## src/rtl/mem_region_router.sv

```systemverilog
// Registered load/store router: decodes an LSU request against a prioritised
// region table, runs one translated slave access with a timeout, and returns a one-cycle response.
module mem_region_router #(
    parameter int LENGTH   = 32,
    parameter int N_SLAVES = 3,
    parameter logic [N_SLAVES-1:0][LENGTH-1:0] REGION_BASE  = {32'h1004_0000, 32'h1001_0000, 32'h1001_0020},
    parameter logic [N_SLAVES-1:0][LENGTH-1:0] REGION_LIMIT = {32'h7FFF_EFFB, 32'h1003_FFFF, 32'h1001_0038},
    parameter logic [N_SLAVES-1:0][LENGTH-1:0] REGION_XLATE = {32'h7FFF_EF28, 32'h1001_0000, 32'h1001_0020},
    parameter int TIMEOUT  = 16
) (
    input  logic                         clk,
    input  logic                         rst_n,
    input  logic                         req_valid,
    output logic                         req_ready,
    input  logic [LENGTH-1:0]            req_addr,
    input  logic [LENGTH-1:0]            req_wdata,
    input  logic                         req_we,
    input  logic [LENGTH/8-1:0]          req_be,
    output logic                         rsp_valid,
    output logic [LENGTH-1:0]            rsp_rdata,
    output logic                         rsp_err,
    output logic [N_SLAVES-1:0]          s_sel,
    output logic [LENGTH-1:0]            s_addr,
    output logic [LENGTH-1:0]            s_wdata,
    output logic                         s_we,
    output logic [LENGTH/8-1:0]          s_be,
    input  logic [N_SLAVES*LENGTH-1:0]   s_rdata,
    input  logic [N_SLAVES-1:0]          s_ready,
    output logic [1:0]                   dbg_state
);

    // Handshake: a request transfers on a clock edge where req_valid && req_ready;
    // the response is a single rsp_valid cycle and cannot be stalled.

    localparam int CW = (TIMEOUT > 1) ? $clog2(TIMEOUT) : 1;
    localparam logic [CW-1:0] CNT_LAST = CW'(TIMEOUT - 1);

    typedef enum logic [1:0] {
        ST_IDLE   = 2'd0,
        ST_ACCESS = 2'd1,
        ST_RESP   = 2'd2
    } state_t;

    state_t                 r_state;
    state_t                 w_next;
    logic [CW-1:0]          r_cnt;
    logic [N_SLAVES-1:0]    r_s_sel;
    logic [LENGTH-1:0]      r_s_addr;
    logic [LENGTH-1:0]      r_s_wdata;
    logic                   r_s_we;
    logic [LENGTH/8-1:0]    r_s_be;
    logic [LENGTH-1:0]      r_rsp_rdata;
    logic                   r_rsp_err;

    logic                   w_accept;
    logic                   w_hit;
    logic [N_SLAVES-1:0]    w_hit_sel;
    logic [LENGTH-1:0]      w_xlate;
    logic [LENGTH-1:0]      w_xaddr;
    logic                   w_slv_ready;
    logic [LENGTH-1:0]      w_slv_rdata;
    logic                   w_timeout;

    // Lowest matching index wins so overlapping regions resolve by priority.
    always_comb begin
        w_hit     = 1'b0;
        w_hit_sel = '0;
        w_xlate   = '0;
        for (int k = 0; k < N_SLAVES; k++) begin
            if (!w_hit && req_addr >= REGION_BASE[k] && req_addr <= REGION_LIMIT[k]) begin
                w_hit        = 1'b1;
                w_hit_sel[k] = 1'b1;
                w_xlate      = REGION_XLATE[k];
            end
        end
    end

    assign w_xaddr  = (req_addr - w_xlate) >> 2;
    assign w_accept = req_valid && (r_state == ST_IDLE);

    always_comb begin
        w_slv_rdata = '0;
        for (int k = 0; k < N_SLAVES; k++) begin
            if (r_s_sel[k]) begin
                w_slv_rdata = w_slv_rdata | s_rdata[k*LENGTH +: LENGTH];
            end
        end
    end

    assign w_slv_ready = |(s_ready & r_s_sel);
    assign w_timeout   = (r_cnt == CNT_LAST);

    always_ff @(posedge clk or negedge rst_n) begin
        if (!rst_n) begin
            r_state <= ST_IDLE;
        end else begin
            r_state <= w_next;
        end
    end

    always_comb begin
        w_next = r_state;
        case (r_state)
            ST_IDLE:   if (w_accept) w_next = w_hit ? ST_ACCESS : ST_RESP;
            ST_ACCESS: if (w_slv_ready || w_timeout) w_next = ST_RESP;
            ST_RESP:   w_next = ST_IDLE;
            default:   w_next = ST_IDLE;
        endcase
    end

    always_comb begin
        req_ready = (r_state == ST_IDLE);
        rsp_valid = (r_state == ST_RESP);
        rsp_rdata = (r_state == ST_RESP) ? r_rsp_rdata : '0;
        rsp_err   = (r_state == ST_RESP) ? r_rsp_err : 1'b0;
        s_sel     = r_s_sel;
        s_addr    = r_s_addr;
        s_wdata   = r_s_wdata;
        s_we      = r_s_we;
        s_be      = r_s_be;
        dbg_state = r_state;
    end

    // Slave-side registers are loaded only on a hit and cleared on leaving ACCESS,
    // so they read zero in IDLE and RESP and a miss never touches a slave.
    always_ff @(posedge clk or negedge rst_n) begin
        if (!rst_n) begin
            r_cnt       <= '0;
            r_s_sel     <= '0;
            r_s_addr    <= '0;
            r_s_wdata   <= '0;
            r_s_we      <= 1'b0;
            r_s_be      <= '0;
            r_rsp_rdata <= '0;
            r_rsp_err   <= 1'b0;
        end else begin
            case (r_state)
                ST_IDLE: begin
                    if (w_accept) begin
                        r_cnt <= '0;
                        if (w_hit) begin
                            r_s_sel   <= w_hit_sel;
                            r_s_addr  <= w_xaddr;
                            r_s_wdata <= req_wdata;
                            r_s_we    <= req_we;
                            r_s_be    <= req_be;
                        end else begin
                            r_rsp_rdata <= '0;
                            r_rsp_err   <= 1'b1;
                        end
                    end
                end
                ST_ACCESS: begin
                    r_cnt <= r_cnt + CW'(1);
                    if (w_slv_ready || w_timeout) begin
                        r_rsp_rdata <= (w_slv_ready && !r_s_we) ? w_slv_rdata : '0;
                        r_rsp_err   <= !w_slv_ready;
                        r_s_sel     <= '0;
                        r_s_addr    <= '0;
                        r_s_wdata   <= '0;
                        r_s_we      <= 1'b0;
                        r_s_be      <= '0;
                    end
                end
                default: ;
            endcase
        end
    end

endmodule
```

## config.mk

```make
export PLATFORM = sky130hd
export DESIGN_NAME = mem_region_router
export DESIGN_NICKNAME = d
export VERILOG_FILES = /design/src/rtl/mem_region_router.sv
export SDC_FILE = /design/constraint.sdc
export NUM_CORES = 1
export LEC_CHECK = 0
export CAP_MARGIN = 0
export CORE_UTILIZATION = 42
export DETAILED_ROUTE_END_ITERATION = 8
export HOLD_SLACK_MARGIN = 0.12
export PLACE_DENSITY = 0.81
export REMOVE_ABC_BUFFERS = 1
export SYNTH_ARGS = -nofsm -noshare
export SYNTH_HDL_FRONTEND = slang
export SYNTH_SLANG_ARGS = --single-unit
```

## constraint.sdc

```tcl
create_clock -name clk -period 2.16 [get_ports clk]
set_input_delay 0.216 -clock clk [delete_from_list [all_inputs] [get_ports clk]]
set_output_delay 0.216 -clock clk [all_outputs]
set_load 0.02 [all_outputs]
```

# After elaboration in Yosys (flattened, before gate mapping)
# Index checks and enable logic that the tools add are counted.
totals:
  out_inout_bits: 109
  register_bits: 111
  word_cells: 93
op_classes:
  n_mux: 47
  bitwise_logic: 3
  reduce_logical: 19
  eq_ne: 7
  order_cmp: 6
  addsub: 2
op_table:
  columns: ["operator", "count"]
  rows:
  - ["$mux 32", 14]
  - ["$pmux 32 s2", 3]
  - ["$ge 32x29->1 const B", 3]
  - ["$le 32x29->1 const B", 2]
  - ["$or 32x32->32", 2]
  - ["$mux 29", 2]
  - ["$le 32x31->1 const B", 1]
  - ["$sub 32x32->32", 1]
  - ["$mux 4", 4]
  - ["$pmux 4 s2", 2]
  - ["$mux 1", 12]
  - ["$mux 3", 3]
  - ["$reduce_and 4->1", 2]
  - ["$logic_and 1x1->1", 7]
  - ["$mux 2", 3]
  - ["$pmux 3 s2", 1]
  - ["$add 4x1->4 const B", 1]
  - ["$eq 4x4->1 const B", 1]
  - ["$logic_not 1->1", 4]
  - ["$ne 2x1->1 const B", 2]
  - ["$ne 2x2->1 const B", 2]
  - ["$pmux 1 s2", 2]
  - ["$pmux 2 s2", 1]
  - ["$reduce_and 2->1", 2]
  - ["other kinds (7)", 7]

# Logic depth before layout (Yosys ltp)
# Gate-level depths: netlist (run 1).
logic_depth:
  depth_word: 15
  depth_mapped: 15
  depth_no_buf: 14

# Worst setup path before layout (run 1)
# No wires, ideal clock.
synth_timing:
  kind: "input to register"
  start: "input req_addr[25]"
  end: "register r_s_addr[27], in the netlist s_addr[27]"
  path_slack_ns: -1.666
  t_arrival_ns: 3.700
  path_buffers: 0
  stages: 13
  cell_sequence: "or4_1 or4b_4 nor4_4 a211oi_2 ha_1 a211oi_1 nor2_1 o41ai_1 a2bb2oi_1 a311oi_1 o21ai_0 mux2i_1 a221o_1"
synth_via:
  elab_chain_len: 15
synth_rtl:
  columns: ["item", "line_no", "rtl"]
  rows:
  - ["from (decl)", "15", "input logic [LENGTH-1:0] req_addr,"]
  - ["$ge 32x29->1 or $le 32x29->1 (tied branches)", "70", "if (!w_hit && req_addr >= REGION_BASE[k] && req_addr <= REGION_LIMIT[k]) begin"]
  - ["$logic_and 1x1->1", "70", null]
  - ["$mux 1", "70", null]
  - ["$logic_not 1->1", "70", null]
  - ["$logic_and 1x1->1 (2 in series)", "70", null]
  - ["$mux 1", "70", null]
  - ["$logic_not 1->1", "70", null]
  - ["$logic_and 1x1->1 (2 in series)", "70", null]
  - ["$mux 32", "70", null]
  - ["$sub 32x32->32", "78", "assign w_xaddr = (req_addr - w_xlate) >> 2;"]
  - ["$mux 32", "141", "if (w_hit) begin"]
  - ["$mux 32", "139", "if (w_accept) begin"]
  - ["$pmux 32 s2", "137", "case (r_state)"]
  - ["to (signal assigned)", "143", "r_s_addr <= w_xaddr;"]
  - ["to (decl)", "48", "logic [LENGTH-1:0] r_s_addr;"]
# Several ways; a longest one is shown, not always the timed one. The select of a mux whose other input is x is not followed.
# A chain may end at the register's enable or synchronous reset.

# Worst setup path after layout (run 1)
layout_timing:
  start: "input req_addr[27]"
  end: "register r_s_addr[25], in the netlist s_addr[25]"
# Same word-level chain as after synthesis.

==> results of run 1 <==
[cell families after synthesis]
kind of cell,count (synthesis),synth area share [%]
multiplexers,2,0.349
XOR/XNOR,21,3.01
AO/OA/AOI/OAI,218,26.9
other,1,0.0615
adder cells (fa/ha/maj),26,5.33
flip-flops,109,44.7
buffers and inverters,56,3.92
AND/OR/NAND/NOR,190,15.7
[where the power goes]
group          switching [W]  internal, W
logic                0.00316      0.00316
clock network       0.000751     0.000925
registers           0.000506      0.00277
total                0.00441      0.00685
[cells in the mapped netlist (3+ instances only)]
library cell and count:
sky130_fd_sc_hd__a211oi_1 4, sky130_fd_sc_hd__a21o_1 7, sky130_fd_sc_hd__a21oi_1 22, sky130_fd_sc_hd__a222oi_1 33, sky130_fd_sc_hd__a22o_1 50, sky130_fd_sc_hd__a31oi_1 4, sky130_fd_sc_hd__and2_1 36, sky130_fd_sc_hd__buf_2 11
sky130_fd_sc_hd__clkbuf_1 29, sky130_fd_sc_hd__dfrtp_1 109, sky130_fd_sc_hd__ha_1 26, sky130_fd_sc_hd__inv_1 13, sky130_fd_sc_hd__nand2_1 72, sky130_fd_sc_hd__nand2b_1 4, sky130_fd_sc_hd__nand3_1 10, sky130_fd_sc_hd__nand4_1 10
sky130_fd_sc_hd__nor2_1 27, sky130_fd_sc_hd__nor2b_1 7, sky130_fd_sc_hd__nor3_1 7, sky130_fd_sc_hd__o211a_1 3, sky130_fd_sc_hd__o21a_1 3, sky130_fd_sc_hd__o21ai_0 46, sky130_fd_sc_hd__o21ai_1 4, sky130_fd_sc_hd__o21bai_1 6
sky130_fd_sc_hd__o31ai_1 19, sky130_fd_sc_hd__or2_2 4, sky130_fd_sc_hd__xnor2_1 16, sky130_fd_sc_hd__xor2_1 5
[sequential cells by signal, indices dropped and copies added, names as in the netlist]
signal       count
dbg_state        2
s_sel            3
r_rsp_rdata     32
s_be             4
s_we             1
s_addr          30
r_cnt            4
s_wdata         32
r_rsp_err        1
[layout by cell type, fill, tap and decap left out, types with 6 or more instances in the layout]
cell                                n
sky130_fd_sc_hd__clkdlybuf4s50_1  233
sky130_fd_sc_hd__buf_4            136
sky130_fd_sc_hd__dfrtp_1          109
sky130_fd_sc_hd__a22o_1            50
sky130_fd_sc_hd__nand2_1           36
sky130_fd_sc_hd__and2_1            36
sky130_fd_sc_hd__a222oi_1          33
sky130_fd_sc_hd__dlymetal6s2s_1    31
sky130_fd_sc_hd__buf_6             29
sky130_fd_sc_hd__nor2_1            25
sky130_fd_sc_hd__ha_1              25
sky130_fd_sc_hd__o21ai_1           21
sky130_fd_sc_hd__nand2_4           19
sky130_fd_sc_hd__o21ai_2           19
sky130_fd_sc_hd__nand2_2           17
sky130_fd_sc_hd__a21oi_1           13
sky130_fd_sc_hd__inv_1             12
sky130_fd_sc_hd__o31ai_1           12
sky130_fd_sc_hd__clkbuf_16         12
sky130_fd_sc_hd__nand4_1           10
sky130_fd_sc_hd__nand3_1           10
sky130_fd_sc_hd__xnor2_1           10
sky130_fd_sc_hd__o21ai_0            9
sky130_fd_sc_hd__buf_12             9
sky130_fd_sc_hd__a21o_1             7
sky130_fd_sc_hd__a21oi_4            6
sky130_fd_sc_hd__a21oi_2            6
sky130_fd_sc_hd__o21bai_1           6
sky130_fd_sc_hd__xnor2_2            6
[worst max-delay path: stages]
cell and delay (ns):
sky130_fd_sc_hd__buf_6 0.09, sky130_fd_sc_hd__or4_4 0.56, sky130_fd_sc_hd__or4b_4 0.59, sky130_fd_sc_hd__nor4_4 0.19
sky130_fd_sc_hd__nor2_1 0.11, sky130_fd_sc_hd__ha_2 0.19, sky130_fd_sc_hd__or3_4 0.34, sky130_fd_sc_hd__buf_6 0.14
sky130_fd_sc_hd__o31ai_4 0.29, sky130_fd_sc_hd__a21oi_2 0.13, sky130_fd_sc_hd__o2111ai_2 0.26, sky130_fd_sc_hd__nand4b_1 0.21
sky130_fd_sc_hd__a31oi_4 0.25, sky130_fd_sc_hd__xnor2_1 0.12, sky130_fd_sc_hd__a22o_1 0.21
[final timing paths]
check | cells after the start | endpoint | startpoint
worst min register to register | 2 | s_addr[18] | s_addr[18]
max in group asynchronous | 3 | s_be[3] | rst_n
min in group clk | 2 | s_wdata[20] | req_wdata[20]
worst max-delay path | 15 | s_addr[25] | req_addr[27]
worst min-delay path | 2 | s_wdata[17] | rst_n
worst max register to register | 8 | s_addr[7] | s_sel[0]
[layout make-up]
type,count,area [sq um],share of cell area [%]
Clock inverter,5,50.0,0.430
Clock buffer,11,243,2.08
Timing Repair Buffer,459,4550,39.1
Multi-Input combinational cell,461,3790,32.5
Sequential cell,109,2730,23.4
Tap cell,180,225,1.93
Antenna cell,2,5.00,0.0430
Inverter,13,51.3,0.441
[metal layers]
layer  track usage, %  up-vias  wire (um)  share of wire (%)
li1                 -     3215          -                  -
met1             37.5     3618      10100                 36
met2             59.3      452      14400                 51
met3             7.06       93       2260                8.1
met4             12.4        0       1250                4.4
met5                0        -          0                  0
[timing repair]
item                                    in CTS  in global routing
endpoints found under the hold margin       34                  0
cloned                                      10                  2
endpoints found under the setup margin     128                134
resized for setup                          122                170
pin swaps                                   52                 66
buffers inserted                            23                 29
hold buffers                                 1                  0
[stage by stage]
stage	util, %	std cells	hold slack [ns]	power [W]
after global routing	82.9	1240	0.440	0.0117
after floorplan	-	581	-0.0796	0.00552
after CTS	78.5	1220	0.384	0.0107
after detailed placement	71.4	1174	0.218	0.00831
after global placement	71.4	1174	0.220	0.00821
final	82.9	1240	0.419	0.0113
==> summary.md, run 1 <==
The run gives 2 as the number of antenna violations at the first check in global routing. In this run, synthesis inferred 0 flip-flops with an integrated enable. The run gives -73.68 ns as the sum of negative setup slack.

The wire-length estimate of the detail-placed layout is 16800 um. The number of global-route vias before repair is 6892. The placer's final routability congestion estimate was 0.966; the actual transition at the worst max-transition pin was 0.749 ns. Dividing the detail-routed via count by the number of cells gives 5.95. The post-route standard cell area excluding fillers is 0.0116 sq mm. For the latest clock arrival within the worst-skew pair, the log shows 0.35 ns.

For this run, the top clock speed supported by timing is 273 MHz. In this run the core area contains 43 standard-cell rows. Clock tree synthesis found a total of 109 sinks. The worst reg-to-reg setup slack was -0.01 ns.

Of the synthesized area, sequential elements account for 44.7%. The clock passes through at most 2 buffers. The max-slew violation count came out at 0.

The run gives 5.69 nW as the reported leakage power. TritonCTS created 9 clock buffers. Sorting the synthesized cells by area gives the leading types as sky130_fd_sc_hd__dfrtp_1 (45%), sky130_fd_sc_hd__a22o_1 (7.2%), sky130_fd_sc_hd__a222oi_1 (5.4%), sky130_fd_sc_hd__ha_1 (5.3%), sky130_fd_sc_hd__nand2_1 (4.4%). Compared with the post-synthesis result, the final layout area differs by 90.9%.

For this run the aggregate overflow at the end of global routing stands at 0. For the number of warnings issued by yosys, the log shows 0. Setup repair after global routing could not meet its margin everywhere. The logs give 762 for the number of filler instances in the final layout and 6 for the number of optimization iterations in the first detailed-route pass. Fraction of registers with async set or reset after synthesis: 100%.

The most used flip-flop cell after synthesis is sky130_fd_sc_hd__dfrtp_1. The worst path uses 169% of the clock period. The run finished, with violations left. The wire length after detailed routing is 28000 um.

The ratio of total power to cell area is 968 mW/mm^2, and the final critical path time including I/O delays and setup is 3.66 ns. The horizontal extent of the die is 123 um, and the number of H-tree levels is 3. The worst ir drop on vdd was 0.569 mV; the DRC violation count after routing was 0. The sort of element at the start of the critical path is a primary input. In the synthesized netlist, the number of instances is 623.

STA classifies the critical path endpoint as a flop. The largest driver fanout on the critical path was 3; the clock transition at the registers of the reported paths was 0.07 ns. In the final layout, the share of cells above drive strength 1 is 30.4%. In this run the standard cell core region covers 0.0140 sq mm. The run gives -2.46 ns as the placement-stage worst setup slack. The starting utilization of the core area was 43.4%.

Largest net degree at the start of global routing: 39. The number of register bits inferred by synthesis came out at 109. The root buffer cell was sky130_fd_sc_hd__clkbuf_16. The run gives 105 as the setup violation total in the final timing report. The logs give 280 for the total I/O pin count and 0.0102 ns for the final worst clock skew.

The floorplan step defined a die boundary enclosing 0.0150 sq mm. The antenna violation net count after detailed routing was 0. The global router's overall resource usage was 32.8%; the number of nets at the end of the flow was 1250. Summing every instance area after synthesis gives 0.00610 sq mm. The share of the synthesized area in the top cell type was 44.7%; the via count was 7378. The relative slew slack came out at 50.0%.

In this run the cell area measured after placement is 0.0100 sq mm. The tools report the number of distinct library cells after synthesis as 59. For the worst setup path, the data required time is 2.39 ns.

Final count of hold timing violations: 0. Class of the tightest hold or removal check: primary input to async pin. The final reports fail on setup timing.

After synthesis, the mean cell area works out to 9.79 sq um. TritonCTS built the clock tree. The logs give -1.50 ns for the worst path setup slack after routing and 0 for the number of max-cap violations.

The count of input and output buffers was 277; the die extent in y was 123 um. In the final routed layout, each cell accounts on average for 22.6 um. The first global-routing pass estimated 37100 um of wire. In this run, the number of DRC markers left after iteration 0 of detailed routing was 753. STA puts the critical path data arrival time at 3.89 ns. The cell taking the most area after synthesis was sky130_fd_sc_hd__dfrtp_1.

The setup path with the least slack is of type primary input to flop.
(Power assumes the default switching activity.)
==> run 2: changes to the inputs <==
- SETUP_SLACK_MARGIN: not set -> 0.05
==> run 2 against run 1 <==
- the run still ends with setup timing left
- non-clock buffer count down 1
- core utilization down 0.63 points
- cell area down 0.76%
==> summary.md, run 2 (synthesis gave the netlist of run 1 again) <==
The run finished, with violations left. The final reports fail on setup timing. The logs give 16800 um (unchanged) for the post-DP HPWL and 0 (unchanged) for the number of max-cap violations. The detail-routed net length per standard cell is 22.0 um (-2.4%). The tools report the combinational power share as 55.9% (about the same). The CTS buffer count came out at 9 (unchanged). For the endpoint required time on the critical path, the log shows 2.40 ns (about the same). The count of input and output buffers is 277 (unchanged).

The most critical setup path has its startpoint at req_addr[27]. The worst ir drop on vdd is 0.574 mV (+0.97%), and the die footprint is 0.0150 sq mm (unchanged). For the number of nets at the end of the flow, the log shows 1249 (-0.080%). The final worst clock skew is 0.0113 ns (+0.00110 ns). The final critical path time including I/O delays and setup is 3.66 ns (+0.00184 ns), and the latest clock arrival within the worst-skew pair is 0.35 ns (about the same). The final instance count without filler cells was 1240 (unchanged); the remaining global-route overflow was 0 (unchanged). The startpoint identified for the worst register-to-register timing path is s_sel[0]. The cell type with the highest occurrence count on the critical path was sky130_fd_sc_hd__buf_6. The number of cells on the worst reg-to-reg path was 8 (unchanged); the number of buffers on the longest clock path was 2 (unchanged). The overall power came out at 0.0112 W (-0.41%). Setup repair after global routing could not meet its margin everywhere.

DRC marker count from the first detailed-route iteration: 661 (-12%). The cell type of the slowest stage on the worst timing path was sky130_fd_sc_hd__or4b_4. The library cell used most frequently in the layout, excluding fill and tap cells, is sky130_fd_sc_hd__clkdlybuf4s50_1. The tools report the largest net degree at the start of global routing as 39 (unchanged). Wire length after detailed routing: 27300 um (-2.4%). The endpoint type of the worst setup path is a flop. The tools report the via count as 7338 (-0.54%). Worst path setup slack after routing: -1.50 ns (-0.00184 ns). The library cells used most frequently in the layout, excluding fill and tap cells, are sky130_fd_sc_hd__clkdlybuf4s50_1 (230), sky130_fd_sc_hd__buf_4 (135), sky130_fd_sc_hd__dfrtp_1 (109), sky130_fd_sc_hd__a22o_1 (50), sky130_fd_sc_hd__and2_1 (36). The horizontal extent of the die is 123 um (unchanged).

The reported net switching power is 0.00439 W (-0.56%). The final count of hold timing violations was 0 (unchanged). The ratio of total power to cell area is 971 mW/mm^2 (+0.35%).

The logs give 15.0% (about the same) for the share of total power in the clock network and 273 MHz (about the same) for the top achievable clock speed. The tools report the worst setup path endpoint as s_addr[25]. The core box area was 0.0140 sq mm (unchanged); the number of sinks driven by the clock tree was 109 (unchanged). The reported leakage power is 5.36 nW (-5.7%). The longest individual stage delay on the worst path was 0.59 ns (about the same); the ratio of final minimum period to clock period was 170% (about the same). The tools report the sort of element at the start of the critical path as a primary input.

The tools report the wire length the detailed router placed on met1 as 10100 um (-0.26%). The number of H-tree levels is 3 (unchanged). Highest metal layer used by the detailed router: met4.

The area growth from synthesis to layout is 89.4%. The run gives -74.10 ns (-0.419 ns) as the sum of negative setup slack. The number of global-route vias before repair came out at 6889 (-0.044%). The logs give 0.00683 W (-0.32%) for the internal power and 3.90 ns (about the same) for the arrival time of data at the critical path endpoint. Placer's final routability congestion estimate: 0.966 (unchanged). The starting utilization of the core area is 43.4% (unchanged). The actual transition at the worst max-transition pin is 0.752 ns (+0.00326 ns), and the wire length of the first global-routing pass is 37000 um (-0.20%). The switching share of power was 39.1% (-0.058 points). Sum of met2 wire segment lengths after detailed routing: 14000 um (-2.7%).

For the total length of routed met3 wires, the log shows 1990 um (-12%). The placed instance count is 1174 (unchanged). Antenna violation net count after detailed routing: 0 (unchanged). Walking the worst path, the cells encountered are buf_6 -> or4_4 -> or4b_4 -> nor4_4 -> nor2_1 -> ha_2 -> or3_4 -> buf_6 -> o31ai_4 -> a21oi_2 -> o2111ai_2 -> nand4b_1 -> a31oi_4 -> xnor2_1 -> a22o_1. The share of cells above drive strength 1 came out at 30.7% (+0.22 points). The number of antenna violations at the first check in global routing came out at 3 (+1). The endpoint identified for the worst register-to-register timing path is s_addr[7]. TritonCTS built the clock tree. The worst setup path is of the primary input to flop kind. The logs give 280 (unchanged) for the total I/O pin count and 49.8% (-0.22 points) for the relative slew slack. The clock transition at the registers of the reported paths was 0.07 ns (about the same); the setup violation total in the final timing report was 105 (unchanged). The die extent in y was 123 um (unchanged).

Relative contribution of sequential cells to total power: 29.2% (about the same). For the standard-cell row count, the log shows 43 (unchanged). The tree is rooted in a sky130_fd_sc_hd__clkbuf_16. The largest driver fanout on the critical path was 3 (unchanged).

The class of the tightest hold or removal check was primary input to async pin. The max-slew violation count is 0 (unchanged), and the routed via count divided by cell count is 5.92 (-0.54%). DRC violation count after routing: 0 (unchanged). The tools report the number of optimization iterations in the first detailed-route pass as 5 (-1).

The tools report the worst reg-to-reg setup slack as -0.02 ns (about the same). The tools report the global router's overall resource usage as 32.7% (-0.040 points).
==> run 2: cell count changes in the layout (fill, tap and decap cells not counted) <==
cell and change:
sky130_fd_sc_hd__inv_4 -1, sky130_fd_sc_hd__nand2_4 +3, sky130_fd_sc_hd__nand2_1 -1, sky130_fd_sc_hd__buf_6 +1, sky130_fd_sc_hd__o21ai_1 -2, sky130_fd_sc_hd__nand2_2 -2, sky130_fd_sc_hd__inv_2 +1, sky130_fd_sc_hd__buf_4 -1
sky130_fd_sc_hd__clkdlybuf4s50_1 -3, sky130_fd_sc_hd__buf_12 -1, sky130_fd_sc_hd__o21ai_2 +2, sky130_fd_sc_hd__dlygate4sd2_1 +28, sky130_fd_sc_hd__diode_2 +1, sky130_fd_sc_hd__dlymetal6s2s_1 -25
==> run 2: worst max-delay path, delay by kind of cell <==
kind / cells / cell delay (ns)
simple gates: 6 / 2.01
xor+xnor: 1 / 0.12
buf+inv: 2 / 0.23
compound gates: 5 / 1.13
fa+ha+maj: 1 / 0.19
==> run 2: power groups by stage <==
| stage | logic, W | clock network (W) | registers (W) |
|---|---|---|---|
| final | 0.00627 | 0.00168 | 0.00327 |
| after global routing | 0.00655 | 0.00180 | 0.00334 |
| after CTS | 0.00578 | 0.00168 | 0.00318 |
| after detailed placement | 0.00511 | 0 | 0.00320 |
| after global placement | 0.00504 | 0 | 0.00317 |
| after floorplan | 0.00154 | 0 | 0.00398 |
==> run 2: what timing repair did <==
action	in CTS	in global routing
resized for setup	151	150
buffers inserted	23	28
pin swaps	52	69
hold endpoints to repair	34	0
hold buffers	1	0
endpoints found under the setup margin	138	109
cloned	10	2
==> run 2: layout make-up <==
class | count | area, sq um
Multi-Input combinational cell | 461 | 3810
Timing Repair Buffer | 458 | 4440
Antenna cell | 3 | 7.51
Clock buffer | 11 | 243
Sequential cell | 109 | 2730
Fill cell | 813 | 2490
Tap cell | 180 | 225
Inverter | 13 | 48.8
Clock inverter | 5 | 50.0
==> run 2: how the worst min path moves through the flow <==
stage / start / end / slack (ns) / cells after the start
final: rst_n / s_wdata[31] / 0.40 / 2
after global routing: rst_n / s_wdata[8] / 0.43 / 2
after CTS: rst_n / s_wdata[8] / 0.38 / 2
after detailed placement: rst_n / s_wdata[8] / 0.22 / 1
after global placement: rst_n / s_wdata[8] / 0.22 / 1
after floorplan: rst_n / dbg_state[0] / -0.08 / 0
==> run 2: layer usage <==
layer	global-route usage [%]	up-vias
met5	0	-
met3	6.41	88
li1	-	3219
met4	12.9	0
met2	59.1	391
met1	37.9	3640
==> run 2: metrics by stage <==
| stage | hold slack [ns] | setup slack [ns] | cell area [sq um] | util [%] |
|---|---|---|---|---|
| floorplan | -0.0796 | -1.87 | 5910 | - |
| global placement | 0.220 | -2.32 | 10000 | 71.4 |
| detailed placement | 0.218 | -2.46 | 10000 | 71.4 |
| CTS | 0.384 | -1.38 | 11000 | 78.3 |
| global route | 0.425 | -1.59 | 11600 | 82.3 |
| finish | 0.403 | -1.50 | 11600 | 82.3 |
==> run 3: changes to the inputs <==
--- a/config.mk
+++ b/config.mk
@@ -8,6 +8,6 @@
 export CAP_MARGIN = 0
-export CORE_UTILIZATION = 42
+export CORE_UTILIZATION = 45
 export DETAILED_ROUTE_END_ITERATION = 8
 export HOLD_SLACK_MARGIN = 0.12
-export PLACE_DENSITY = 0.81
+export PLACE_DENSITY = 0.86
 export REMOVE_ABC_BUFFERS = 1
==> constraint.sdc (replaced) <==
create_clock -name clk -period 4.62 [get_ports clk]
set_input_delay 0.462 -clock clk [delete_from_list [all_inputs] [get_ports clk]]
set_output_delay 0.462 -clock clk [all_outputs]
set_load 0.05 [all_outputs]
==> run 3 against run 2 <==
- the run now ends clean
- clock skew about the same
- non-clock buffer count down 124
- die area shrank 6.6%
- wire length down 22%
- via count is 14% lower
- flip-flop and latch count stayed put
- sequential power is 54% lower
- sequential share of layout area increased by 4.6 points
- count of clock-buffer cells in the layout shrank 2
- largest cell class unchanged
==> summary.md, run 3 (synthesis gave the netlist of run 1 again) <==
The smallest hold slack is 0.234 ns (-0.169 ns). The detail-routed net length per standard cell works out to 19.1 um (-13%). The critical path depth in cells came out at 15 (unchanged). The class of the tightest hold or removal check is primary input to async pin. Following the worst setup path forward leads to its endpoint at s_addr[26].

Die extent in y: 118 um (-3.3%). The setup violation total in the final timing report came out at 0 (-100%). Number of cells on the worst reg-to-reg path: 5 (-3). The global router's overall resource usage is 30.3% (-2.4 points), and the count of input and output buffers is 277 (unchanged).

The via count was 6302 (-14%); the ratio of final minimum period to clock period was 94.0%. The number of antenna violations at the first check in global routing was 3 (unchanged); the longest individual stage delay on the worst path was 0.61 ns (+0.02 ns). The number of sinks driven by the clock tree is 109 (unchanged), and the number of nets at the end of the flow is 1123 (-10%). Antenna violation net count after detailed routing: 0 (unchanged).

The horizontal extent of the die came out at 118 um (-3.3%). The endpoint required time on the critical path was 4.86 ns (+2.46 ns); the actual transition at the worst max-transition pin was 1.11 ns (+0.359 ns). For the largest net degree at the start of global routing, the log shows 74 (+90%).

The origin of the worst setup path was req_addr[25]. The endpoint of the most critical register-to-register path is s_wdata[30]. The share of cells above drive strength 1 came out at 9.56% (-21 points). For the number of optimization iterations in the first detailed-route pass, the log shows 6 (+1). The worst reg-to-reg setup slack is 1.98 ns (+2.00 ns). Final count of hold timing violations: 0 (unchanged).

The DRC marker count from the first detailed-route iteration is 581 (-12%). The largest driver fanout on the critical path works out to 3 (unchanged). The run gives 4.19 nW (-22%) as the reported leakage power. TritonCTS built the clock tree. The core box area was 0.0132 sq mm (-5.7%); the total I/O pin count was 280 (unchanged). Walking the worst path, the cells encountered are clkdlybuf4s50_1 -> or4_1 -> or4b_4 -> nor4_4 -> nor2_1 -> ha_1 -> or3_1 -> a211oi_1 -> o21ai_0 -> a2111oi_1 -> buf_4 -> o21ai_0 -> a31oi_1 -> xnor2_1 -> a22o_1.

For the wire length after detailed routing, the log shows 21200 um (-22%). STA classifies the critical path endpoint as a flop. The tools report the sort of element at the start of the critical path as a primary input. The max-slew violation count is 0 (unchanged). The flow ran to the end, and the final reports show no timing, DRC or antenna violations. By startpoint and endpoint, the worst setup path is classified as primary input to flop.

The cell type of the slowest stage on the worst timing path is sky130_fd_sc_hd__or4_1. The run gives 0.0114 ns (+0.0000837 ns) as the final worst clock skew. The root buffer cell chosen for the clock tree is sky130_fd_sc_hd__clkbuf_16.

Clock transition at the registers of the reported paths: 0.08 ns (about the same). The number of global-route vias before repair is 6120 (-11%). Ratio of total power to cell area: 540 mW/mm^2 (-44%). The worst path setup slack after routing is 0.277 ns (+1.78 ns), and the number of max-cap violations is 0 (unchanged). The category of cells accounting for the largest share of critical-path delay was simple AND/OR/NAND/NOR gates.

Final critical path time including I/O delays and setup: 4.34 ns. The sum of negative setup slack came out at 0 ns (+74.10 ns). The start of the worst register-to-register path was s_sel[0].

The top achievable clock speed is 230 MHz. The routed via count divided by cell count is 5.68 (-4.1%), and the placement-stage worst setup slack is -0.0976 ns (+2.36 ns). The DRC violation count after routing was 0 (unchanged); the relative slew slack was 25.6% (-24 points). The standard-cell row count is 42 (-2.3%). The arrival time of data at the critical path endpoint was 4.59 ns (+0.69 ns); the remaining global-route overflow was 0 (unchanged). In the layout the commonest cells are sky130_fd_sc_hd__clkdlybuf4s50_1 (276), sky130_fd_sc_hd__dfrtp_1 (109), sky130_fd_sc_hd__nand2_1 (72), sky130_fd_sc_hd__buf_4 (58), sky130_fd_sc_hd__a22o_1 (50).

The worst ir drop on vdd came out at 0.356 mV (-38%). Setup repair after global routing left no endpoint under its margin. The logs give 33000 um (-11%) for the wire length of the first global-routing pass and 9 (unchanged) for the CTS buffer count. Placer's final routability congestion estimate: 0.907 (-6.2%). Leaving out fill and tap cells, the most frequent cell in the layout is sky130_fd_sc_hd__clkdlybuf4s50_1. The number of buffers and inverters on the critical path is 2 (unchanged), and the area added between synthesis and finish is 58.6%. Die footprint: 0.0140 sq mm (-6.6%).

The post-DP HPWL was 15800 um (-5.8%); the number of H-tree levels was 3 (unchanged). In this design, the critical path's most frequently occurring cell is sky130_fd_sc_hd__o21ai_0. The run gives 2 (unchanged) as the number of buffers on the longest clock path. The latest clock arrival within the worst-skew pair is 0.36 ns (about the same), and the starting utilization of the core area is 46.1% (+2.6 points).
==> run 3: changes by cell type in the layout (fill, tap and decap cells not counted), sizes merged, moves of 4 or more <==
cell and delta:
dlymetal6s2s -6, clkdlybuf4s50 +46, inv +4, dlygate4sd2 -33
buf -124, clkbuf -6
==> run 3: layer usage <==
metal  up-vias  GRT usage (%)  share of wire, %
met5         -              0                 0
met4         0           11.5               3.5
met3        44           7.09               6.4
met2       246           52.2                50
met1      3057           36.8                41
li1       2955              -                 -
==> run 3: repair_timing <==
| item | in CTS | in global routing |
|---|---|---|
| hold buffers | 0 | 0 |
| setup endpoints to repair | 0 | 3 |
| buffers inserted | 0 | 0 |
| gates resized for setup | 0 | 2 |
==> run 3: worst min-delay path by stage <==
stage                       to  slack [ns]  depth (start not counted)
5_1_grt             s_wdata[4]        0.32                          1
6_report            s_wdata[4]        0.23                          1
2_1_floorplan     dbg_state[0]        0.17                          0
3_3_place_gp   r_rsp_rdata[30]        0.46                          2
4_1_cts             s_wdata[4]        0.27                          1
3_5_place_dp   r_rsp_rdata[31]        0.46                          2
==> run 3: area by class of cell <==
cell class              count  area [sq um]
fillers                  1031          3570
repair buffers            334          3200
multi-input cells         459          3160
flip-flops and latches    109          2730
clock buffers               9           225
well taps                 176           220
clock inverters             7          91.3
inverters                  13          48.8
diodes                      3          7.51
==> run 3: power by group <==
part	internal (W)	switching [W]
sequential	0.00129	0.000209
combinational	0.00105	0.00185
clock	0.000436	0.000386
total	0.00278	0.00244
==> run 3: per-stage QoR <==
| step | utilization [%] | cells | total power, W | area (sq um) |
|---|---|---|---|---|
| 2_1_floorplan | - | 581 | 0.00326 | 5910 |
| 3_3_place_gp | 70.5 | 1091 | 0.00436 | 9340 |
| 3_5_place_dp | 70.5 | 1091 | 0.00441 | 9340 |
| 4_1_cts | 72.9 | 1107 | 0.00525 | 9660 |
| 5_1_grt | 73.1 | 1110 | 0.00545 | 9680 |
| 6_report | 73.1 | 1110 | 0.00522 | 9680 |
